==> src/rtl/step_tick_gen_pkg.sv <==
// Shared types and constants for the stepping tick generator.
// Holds the button debounce state encoding and the mode select values.
package step_tick_gen_pkg;

  typedef enum logic [1:0] {
    IDLE         = 2'd0,
    PRESS_WAIT   = 2'd1,
    HELD         = 2'd2,
    RELEASE_WAIT = 2'd3
  } dbnc_state_e;

  localparam logic MODE_AUTO   = 1'b0;
  localparam logic MODE_MANUAL = 1'b1;

endpackage

==> src/rtl/sync_2ff.sv <==
// Single-bit two-flop synchroniser into the clk domain.
// Both stages clear to 0 on the asynchronous active-low reset.
module sync_2ff (
  input  logic clk,
  input  logic rst,
  input  logic d,
  output logic q
);

  logic meta_d, meta_q;
  logic sync_d, sync_q;

  // next values of the two capture stages
  always_comb begin
    meta_d = d;
    sync_d = meta_q;
  end

  // capture chain
  always_ff @(posedge clk or negedge rst) begin
    if (!rst) begin
      meta_q <= 1'b0;
      sync_q <= 1'b0;
    end else begin
      meta_q <= meta_d;
      sync_q <= sync_d;
    end
  end

  assign q = sync_q;

endmodule

==> src/rtl/step_tick_gen.sv <==
// Turns a slow stepping clock or a bouncy push-button into single-cycle
// out_tick enables on the fast clock, with a running tick count.
module step_tick_gen
  import step_tick_gen_pkg::*;
#(
  parameter int DEBOUNCE_CYCLES = 500000,
  parameter int CNT_W           = 16
) (
  input  logic             clk,
  input  logic             rst,
  input  logic             in_clk,
  input  logic             btn_step,
  input  logic             mode,
  input  logic             run_en,
  output logic             out_tick,
  output logic             btn_level,
  output logic [CNT_W-1:0] tick_cnt
);

  localparam int               DB_W    = $clog2(DEBOUNCE_CYCLES);
  localparam logic [DB_W-1:0]  DB_ZERO = DB_W'(0);
  localparam logic [DB_W-1:0]  DB_ONE  = DB_W'(1);
  localparam logic [DB_W-1:0]  DB_LAST = DB_W'(DEBOUNCE_CYCLES - 1);
  localparam logic [CNT_W-1:0] CNT_ONE = CNT_W'(1);

  logic s_clk, s_btn, s_mode;

  sync_2ff u_sync_clk  (.clk(clk), .rst(rst), .d(in_clk),   .q(s_clk));
  sync_2ff u_sync_btn  (.clk(clk), .rst(rst), .d(btn_step), .q(s_btn));
  sync_2ff u_sync_mode (.clk(clk), .rst(rst), .d(mode),     .q(s_mode));

  dbnc_state_e      state_d, state_q;
  logic [DB_W-1:0]  db_cnt_d, db_cnt_q;
  logic             p_clk_d, p_clk_q;
  logic             mode_d, mode_q;
  logic             edge_d, edge_q;
  logic             armed_d, armed_q;
  logic             btn_level_d, btn_level_q;
  logic             out_tick_d, out_tick_q;
  logic [CNT_W-1:0] tick_cnt_d, tick_cnt_q;
  logic             mode_chg;
  logic             man_tick;
  logic             tick_cond;

  // edge detect, mode tracking and press arming
  always_comb begin
    mode_chg = (s_mode != mode_q);
    mode_d   = s_mode;
    p_clk_d  = s_clk;
    edge_d   = 1'b0;
    armed_d  = armed_q;
    if (!mode_chg && (s_mode == MODE_AUTO)) begin
      edge_d = s_clk & ~p_clk_q;
    end else begin
      edge_d = 1'b0;
    end
    // a button held through reset must be seen released before it can count as a press
    if (!mode_chg && (s_mode == MODE_MANUAL) && !s_btn) begin
      armed_d = 1'b1;
    end else begin
      armed_d = armed_q;
    end
  end

  // debounce FSM, idle outside manual mode and on any mode change
  always_comb begin
    state_d     = state_q;
    db_cnt_d    = db_cnt_q;
    btn_level_d = btn_level_q;
    man_tick    = 1'b0;
    if (mode_chg || (s_mode == MODE_AUTO)) begin
      state_d     = IDLE;
      db_cnt_d    = DB_ZERO;
      btn_level_d = 1'b0;
    end else begin
      case (state_q)
        IDLE: begin
          if (s_btn && armed_q) begin
            state_d  = PRESS_WAIT;
            db_cnt_d = DB_ZERO;
          end else begin
            state_d = IDLE;
          end
        end
        PRESS_WAIT: begin
          if (!s_btn) begin
            state_d = IDLE;
          end else if (db_cnt_q == DB_LAST) begin
            state_d     = HELD;
            btn_level_d = 1'b1;
            man_tick    = 1'b1;
          end else begin
            db_cnt_d = db_cnt_q + DB_ONE;
          end
        end
        HELD: begin
          if (!s_btn) begin
            state_d  = RELEASE_WAIT;
            db_cnt_d = DB_ZERO;
          end else begin
            state_d = HELD;
          end
        end
        RELEASE_WAIT: begin
          if (s_btn) begin
            state_d = HELD;
          end else if (db_cnt_q == DB_LAST) begin
            state_d     = IDLE;
            btn_level_d = 1'b0;
          end else begin
            db_cnt_d = db_cnt_q + DB_ONE;
          end
        end
        default: begin
          state_d     = IDLE;
          db_cnt_d    = DB_ZERO;
          btn_level_d = 1'b0;
        end
      endcase
    end
  end

  // tick selection, gating and counting
  always_comb begin
    tick_cond  = 1'b0;
    tick_cnt_d = tick_cnt_q;
    if (mode_chg) begin
      tick_cond = 1'b0;
    end else if (s_mode == MODE_AUTO) begin
      tick_cond = edge_q;
    end else begin
      tick_cond = man_tick;
    end
    out_tick_d = tick_cond & run_en;
    if (out_tick_d) begin
      tick_cnt_d = tick_cnt_q + CNT_ONE;
    end else begin
      tick_cnt_d = tick_cnt_q;
    end
  end

  // state registers
  always_ff @(posedge clk or negedge rst) begin
    if (!rst) begin
      state_q     <= IDLE;
      db_cnt_q    <= DB_ZERO;
      p_clk_q     <= 1'b0;
      mode_q      <= 1'b0;
      edge_q      <= 1'b0;
      armed_q     <= 1'b0;
      btn_level_q <= 1'b0;
      out_tick_q  <= 1'b0;
      tick_cnt_q  <= {CNT_W{1'b0}};
    end else begin
      state_q     <= state_d;
      db_cnt_q    <= db_cnt_d;
      p_clk_q     <= p_clk_d;
      mode_q      <= mode_d;
      edge_q      <= edge_d;
      armed_q     <= armed_d;
      btn_level_q <= btn_level_d;
      out_tick_q  <= out_tick_d;
      tick_cnt_q  <= tick_cnt_d;
    end
  end

  assign out_tick  = out_tick_q;
  assign btn_level = btn_level_q;
  assign tick_cnt  = tick_cnt_q;

endmodule
==> config.mk <==
export PLATFORM = sky130hd
export DESIGN_NAME = step_tick_gen
export DESIGN_NICKNAME = d
export VERILOG_FILES = /design/src/rtl/step_tick_gen_pkg.sv /design/src/rtl/sync_2ff.sv /design/src/rtl/step_tick_gen.sv
export SDC_FILE = /design/constraint.sdc
export NUM_CORES = 1
export LEC_CHECK = 0
export ABC_AREA = 1
export CAP_MARGIN = 20
export CORE_MARGIN = 8
export CORE_UTILIZATION = 50
export CTS_CLUSTER_DIAMETER = 40
export CTS_CLUSTER_SIZE = 20
export DETAILED_ROUTE_END_ITERATION = 10
export PLACE_DENSITY = 0.7
export REMOVE_ABC_BUFFERS = 1
export SLEW_MARGIN = 20
export SYNTH_ARGS = -nofsm -noshare
export SYNTH_HDL_FRONTEND = slang
export SYNTH_SLANG_ARGS = --single-unit
==> constraint.sdc <==
create_clock -name clk -period 2.6 [get_ports clk]
set_input_delay 0.52 -clock clk [delete_from_list [all_inputs] [get_ports clk]]
set_output_delay 0.52 -clock clk [all_outputs]
set_load 0.01 [all_outputs]
==> Word level (Yosys, flattened, before mapping) <==
Cells that the tools add are included.
{ "totals": {"ff_bits": 49, "input_bits": 6} }
{ "op_classes": {"n_addsub": 2, "eq_ne": 13, "mux": 28, "n_bitwise": 4, "n_reduce_logical": 12} }
{ "ops": {"columns": ["operator", "n"], "rows": [
  ["two-way mux 19 bit", 6],
  ["case mux 19 bit (4 select lines)", 1],
  ["adder 19 x 1 -> 19 bit, second input constant", 1],
  ["== test 19 bit, second input constant", 1],
  ["adder 16 x 1 -> 16 bit, second input constant", 1],
  ["inequality test 3 bit, second input constant", 5],
  ["two-way mux 1 bit", 14],
  ["two-way mux 2 bit", 5],
  ["case mux 2 bit (4 select lines)", 1],
  ["AND reduction 5 bit", 1],
  ["== test 2 bit, second input constant", 2],
  ["logical AND 1 bit", 4],
  ["inequality test 4 x 3 -> 1 bit, second input constant", 1],
  ["inequality test 4 bit, second input constant", 1],
  ["AND reduction 4 bit", 1],
  ["inequality test 3 x 2 -> 1 bit, second input constant", 1],
  ["nonzero test 3 bit", 1],
  ["AND 1 bit", 2],
  ["== test 2 x 1 -> 1 bit, second input constant", 1],
  ["zero test 1 bit", 2],
  ["zero test 2 bit", 1],
  ["inverter 1 bit", 2],
  ["case mux 1 bit (2 select lines)", 1],
  ["AND reduction 2 bit", 1],
  ["other kinds (2)", 2]
]} }

==> Longest topological paths before layout <==
{ "logic_depth": {"word_depth": 8, "mapped_depth": 11} }

==> Modules after synthesis <==
A second synthesis with hierarchy kept.
{ "unflattened": {"cells_unflattened": 399, "area_unflattened_um2": 2959.1} }
{ "by_module_without_submodules": {"columns": ["mod", "n_inst", "cells_each", "area_each_um2", "seq_area_each_um2"], "rows": [
  ["step_tick_gen", 1, 393, 2808.9, 1076.0],
  ["sync_2ff", 3, 2, 50.0, 50.0]
]} }

==> Worst setup path after synthesis <==
Ideal clock, no wire load.
{ "synth_path": {"path_kind": "reg2reg", "from": "register db_cnt_q[0]", "to": "register tick_cnt_q[3] (netlist: tick_cnt[3])", "arrival_ns": 1.560, "t_required_ns": 2.483, "setup_slack_ns": 0.923, "stages_incl_launch_ff": 10, "n_path_buf": 1, "cell_sequence": "dfrtp_1 -> ha_1 -> inv_1 -> nor2_4 -> nand3_4 -> o21ai_4 -> nand2_4 -> buf_6 -> nand2_1 -> nand2_1"} }
{ "synth_via": {"elab_chain_len": 8} }
{ "synth_rtl": {"columns": ["item", "line", "source"], "rows": [
  ["start, declared", "step_tick_gen.sv:33", "logic [DB_W-1:0] db_cnt_d, db_cnt_q;"],
  ["start signal, assigned", "step_tick_gen.sv:156", "db_cnt_q <= db_cnt_d;"],
  ["== test 19 bit", "step_tick_gen.sv:88", "end else if (db_cnt_q == DB_LAST) begin"],
  ["two-way mux 1 bit", "step_tick_gen.sv:88", null],
  ["two-way mux 1 bit", "step_tick_gen.sv:86", "if (!s_btn) begin"],
  ["two-way mux 1 bit", "step_tick_gen.sv:76", "case (state_q)"],
  ["two-way mux 1 bit", "step_tick_gen.sv:71", "if (mode_chg || (s_mode == MODE_AUTO)) begin"],
  ["two-way mux 1 bit", "step_tick_gen.sv:129", "end else if (s_mode == MODE_AUTO) begin"],
  ["two-way mux 1 bit", "step_tick_gen.sv:127", "if (mode_chg) begin"],
  ["AND 1 bit", "step_tick_gen.sv:134", "out_tick_d = tick_cond & run_en;"],
  ["end signal, assigned", "step_tick_gen.sv:153", "tick_cnt_q <= {CNT_W{1'b0}};"],
  ["end signal, assigned", "step_tick_gen.sv:163", "tick_cnt_q <= tick_cnt_d;"],
  ["end, declared", "step_tick_gen.sv:40", "logic [CNT_W-1:0] tick_cnt_d, tick_cnt_q;"]
]} }
No other way between the ends.
A chain may end at the register's enable or synchronous reset.

==> Final worst setup path <==
{ "layout_path": {"from": "register state_q[0]", "to": "register db_cnt_q[2]"} }
{ "layout_via": {"elab_chain_len": 3} }
{ "layout_rtl": {"columns": ["item", "line", "source"], "rows": [
  ["start, declared", "step_tick_gen.sv:32", "dbnc_state_e state_d, state_q;"],
  ["start signal, assigned", "step_tick_gen.sv:155", "state_q <= state_d;"],
  ["== test 2 x 1 -> 1 bit, or another cell as far along", "step_tick_gen.sv:76", null],
  ["inequality test 3 x 2 -> 1 bit (no line), or another cell as far along", null, null],
  ["AND reduction 4 bit (no line) / two-way mux 19 bit (equally long branches)", null, null]
]} }
Parallel ways exist; a longest one is shown, timed or not.

==> metrics.md <==
| Metric | Value |
|---|---|
| Post-synthesis compound-gate area fraction | 4.16% |
| Post-synthesis xor/xnor area fraction | 5.83% |
| Gr ovfl total | 0 |
| Worst slew pin tran | 0.598 ns |
| Mux cell area share after synthesis | 0% |
| WP data arrival | 2.15 ns |
| Hold Crit Class | input port to asynchronous set/reset pin |
| Post-DR wirelength/cell | 12.8 um |
| Die Height | 91.6 um |
| EDFF count, synth | 0 |
| Simple logic cell fraction of the synthesized area | 37.7% |
| FFs w/ async S/R, synth | 100% |
| Area leader, netlist | dfrtp_1 |
| Most frequent cells in the layout | nand2_1, nand3_1, dfrtp_1 |
| Largest register FFs | 19 |
| Max_slew headroom | 60.1% |
| Max cap viols | 0 |
| Capturing point of the worst reg2reg path | db_cnt_q[2]$_DFFE_PN0P_ |
| Die W | 91.6 um |
| PwrDens | 440 mW/mm^2 |
| Final hold vios | 0 |
| Core area | 0.00551 mm^2 |
| Top reg by flops | db_cnt_q |
| Critical Path RT | 2.83 ns |
| Post-placement cell area | 0.00315 mm^2 |
| Clk Latency, worst-skew pair | 0.31 ns |
| Final Cell Area | 0.00326 mm^2 |
| Via density | 5.12 |
| Starting DRT DRC Count | 88 |
| Top Ports | 24 |
| Residual DRC | 0 |
| FMAX | 520 MHz |
| Number of I/O port buffers | 23 |
| Worst-path maximum fanout | 20 |
| ANT cells | 0 |
| Top cells by area, synth | dfrtp_1, nand2_1, nand3_1 |
| Setup slack, reg-to-reg | 0.68 ns |
| Routability Congestion | 0.906 |
| CTS tree | done |
| Post-CTS setup buffer count | 0 |
| Fin crit share | 74.0% |
| Max clock buf depth | 2 |
| Largest family of logic cells by synthesized area | simple AND/OR/NAND/NOR gates |
| Min Clock Period, post-route | 1.92 ns |
| Nets | 422 |
| Gr usage total | 15.9% |
| Crit start category | register |
| Total Wirelength | 6210 um |
| Total vias in the final route | 2485 |
| First-pass GRT wire length | 11200 um |
| Die footprint | 0.00838 mm^2 |
| Synthesized area per cell | 7.42 um^2 |
| Synth Warn # | 0 |
| Top FF cell, synth | dfrtp_1 |
| Crit path kind | register to register |
| Area growth syn-to-layout | 14.3% |
| Hold Slack | 0.283 ns |
| FF+latch count, synth | 49 |
| H-tree Lvls | 2 |
| Share of cells above drive strength 1 | 7.51% |
| R2R cell count | 8 |
| CP endpoint kind | register |
| Status | finished clean |
| Clock root buffer | clkbuf_8 |
| Synth Instances | 385 |
| Area fraction of the dominant cell type after synthesis | 42.9% |
| Num CTS Buffers | 5 |
| Post-synthesis sequential area ratio | 42.9% |
| P_leak | 1.54 nW |
| Detail Route Antenna Nets | 0 |
| Post-cts sizing count | 0 |
| Cell area after synthesis | 0.00286 mm^2 |
| Most common cell after layout, fill and taps aside | nand2_1 |
| Initial core utilization | 51.9% |
| Hold buffer count at cts | 0 |
| # rows | 27 |
| Dpl hpwl | 4510 um |
| Clock-pin slew on the worst setup and hold paths | 0.10 ns |
| Drt pass-1 iters | 4 |
| Endpoints failing setup | 0 |
| # clock sinks | 49 |
| Fin Setup TNS | 0 ns |
| Synth Area in Adders | 1.75% |
| RSZ-0062 raised after global routing | no |
| CP Launch Point | state_q[0]$_DFFE_PN0P_ |
| Worst IR drop on VDD | 0.335 mV |
| Layout Skew | 0.00830 ns |
| Post-synthesis cell type count | 28 |
| Critical R2R Launch | state_q[0]$_DFFE_PN0P_ |
| Pin count of the biggest net entering global routing | 50 |
| Antenna violations before repair | 0 |
| Vias in the first global route | 2509 |
| Pins Over Slew Limit | 0 |
==> layer usage <==
| layer | track usage (%) | vias to the layer above | wire length (um) |
|---|---|---|---|
| met5 | 0 | - | 0 |
| met4 | 4.91 | 0 | 97 |
| met3 | 3.79 | 11 | 225 |
| met2 | 27.8 | 40 | 2960 |
| met1 | 18.8 | 1159 | 2920 |
| li1 | - | 1275 | - |
==> through the flow <==
stage	utilization [%]	setup WS, ns	power [mW]	std cells
3_3_place_gp	57.2	0.724	0.893	477
6_report	59.3	0.676	1.43	485
5_1_grt	59.3	0.417	1.49	485
2_1_floorplan	-	0.674	0.842	377
4_1_cts	59.3	0.674	1.45	485
3_5_place_dp	57.2	0.708	0.894	477
==> worst max-delay path, stage by stage, from the launching register on <==
cell     delay, ns
dfrtp_1       0.64
inv_2         0.17
nand3_1       0.14
nand3_1       0.16
nand2_2       0.18
nand2_1       0.11
inv_2         0.27
nand2_1       0.08
o21ai_1       0.09
==> worst max path at each step <==
stage / to / slack, ns / depth (start not counted)
CTS: db_cnt_q[6]$_DFFE_PN0P_ / 0.67 / 8
detailed placement: db_cnt_q[18]$_DFFE_PN0P_ / 0.71 / 9
global route: db_cnt_q[9]$_DFFE_PN0P_ / 0.42 / 9
global placement: db_cnt_q[16]$_DFFE_PN0P_ / 0.72 / 7
floorplan: db_cnt_q[13]$_DFFE_PN0P_ / 0.67 / 8
finish: db_cnt_q[2]$_DFFE_PN0P_ / 0.68 / 8
==> synthesized netlist by cell type, types with 4 or more instances <==
| cell | instances |
|---|---|
| nand2_1 | 122 |
| dfrtp_1 | 49 |
| nand3_1 | 49 |
| inv_1 | 37 |
| nor2_1 | 37 |
| xor2_1 | 15 |
| nand4_1 | 10 |
| nor3_1 | 10 |
| o21ai_0 | 7 |
| o21ai_1 | 7 |
| inv_2 | 5 |
| buf_4 | 4 |
| ha_1 | 4 |
| nor2_2 | 4 |
| xnor2_1 | 4 |
==> cells by family after synthesis <==
group / Yosys count
AND/OR/NAND/NOR: 243
flip-flops: 49
XOR/XNOR: 19
buffers and inverters: 50
adder cells (fa/ha/maj): 4
AO/OA/AOI/OAI: 20
==> report_power, final <==
group	switching [mW]	leakage, nW	internal, mW
Sequential	0.0148	0.659	0.775
Clock	0.269	0.0543	0.288
Combinational	0.0566	0.829	0.0313
Total	0.340	1.54	1.09
==> area by class of cell <==
| type | instances | area [um^2] |
|---|---|---|
| fillers | 527 | 2240 |
| flip-flops and latches | 49 | 1230 |
| inverters | 42 | 158 |
| clock inverters | 3 | 46.3 |
| multi-input cells | 286 | 1410 |
| repair buffers | 28 | 263 |
| well taps | 72 | 90.1 |
| clock buffers | 5 | 68.8 |
(Power assumes the default switching activity.)
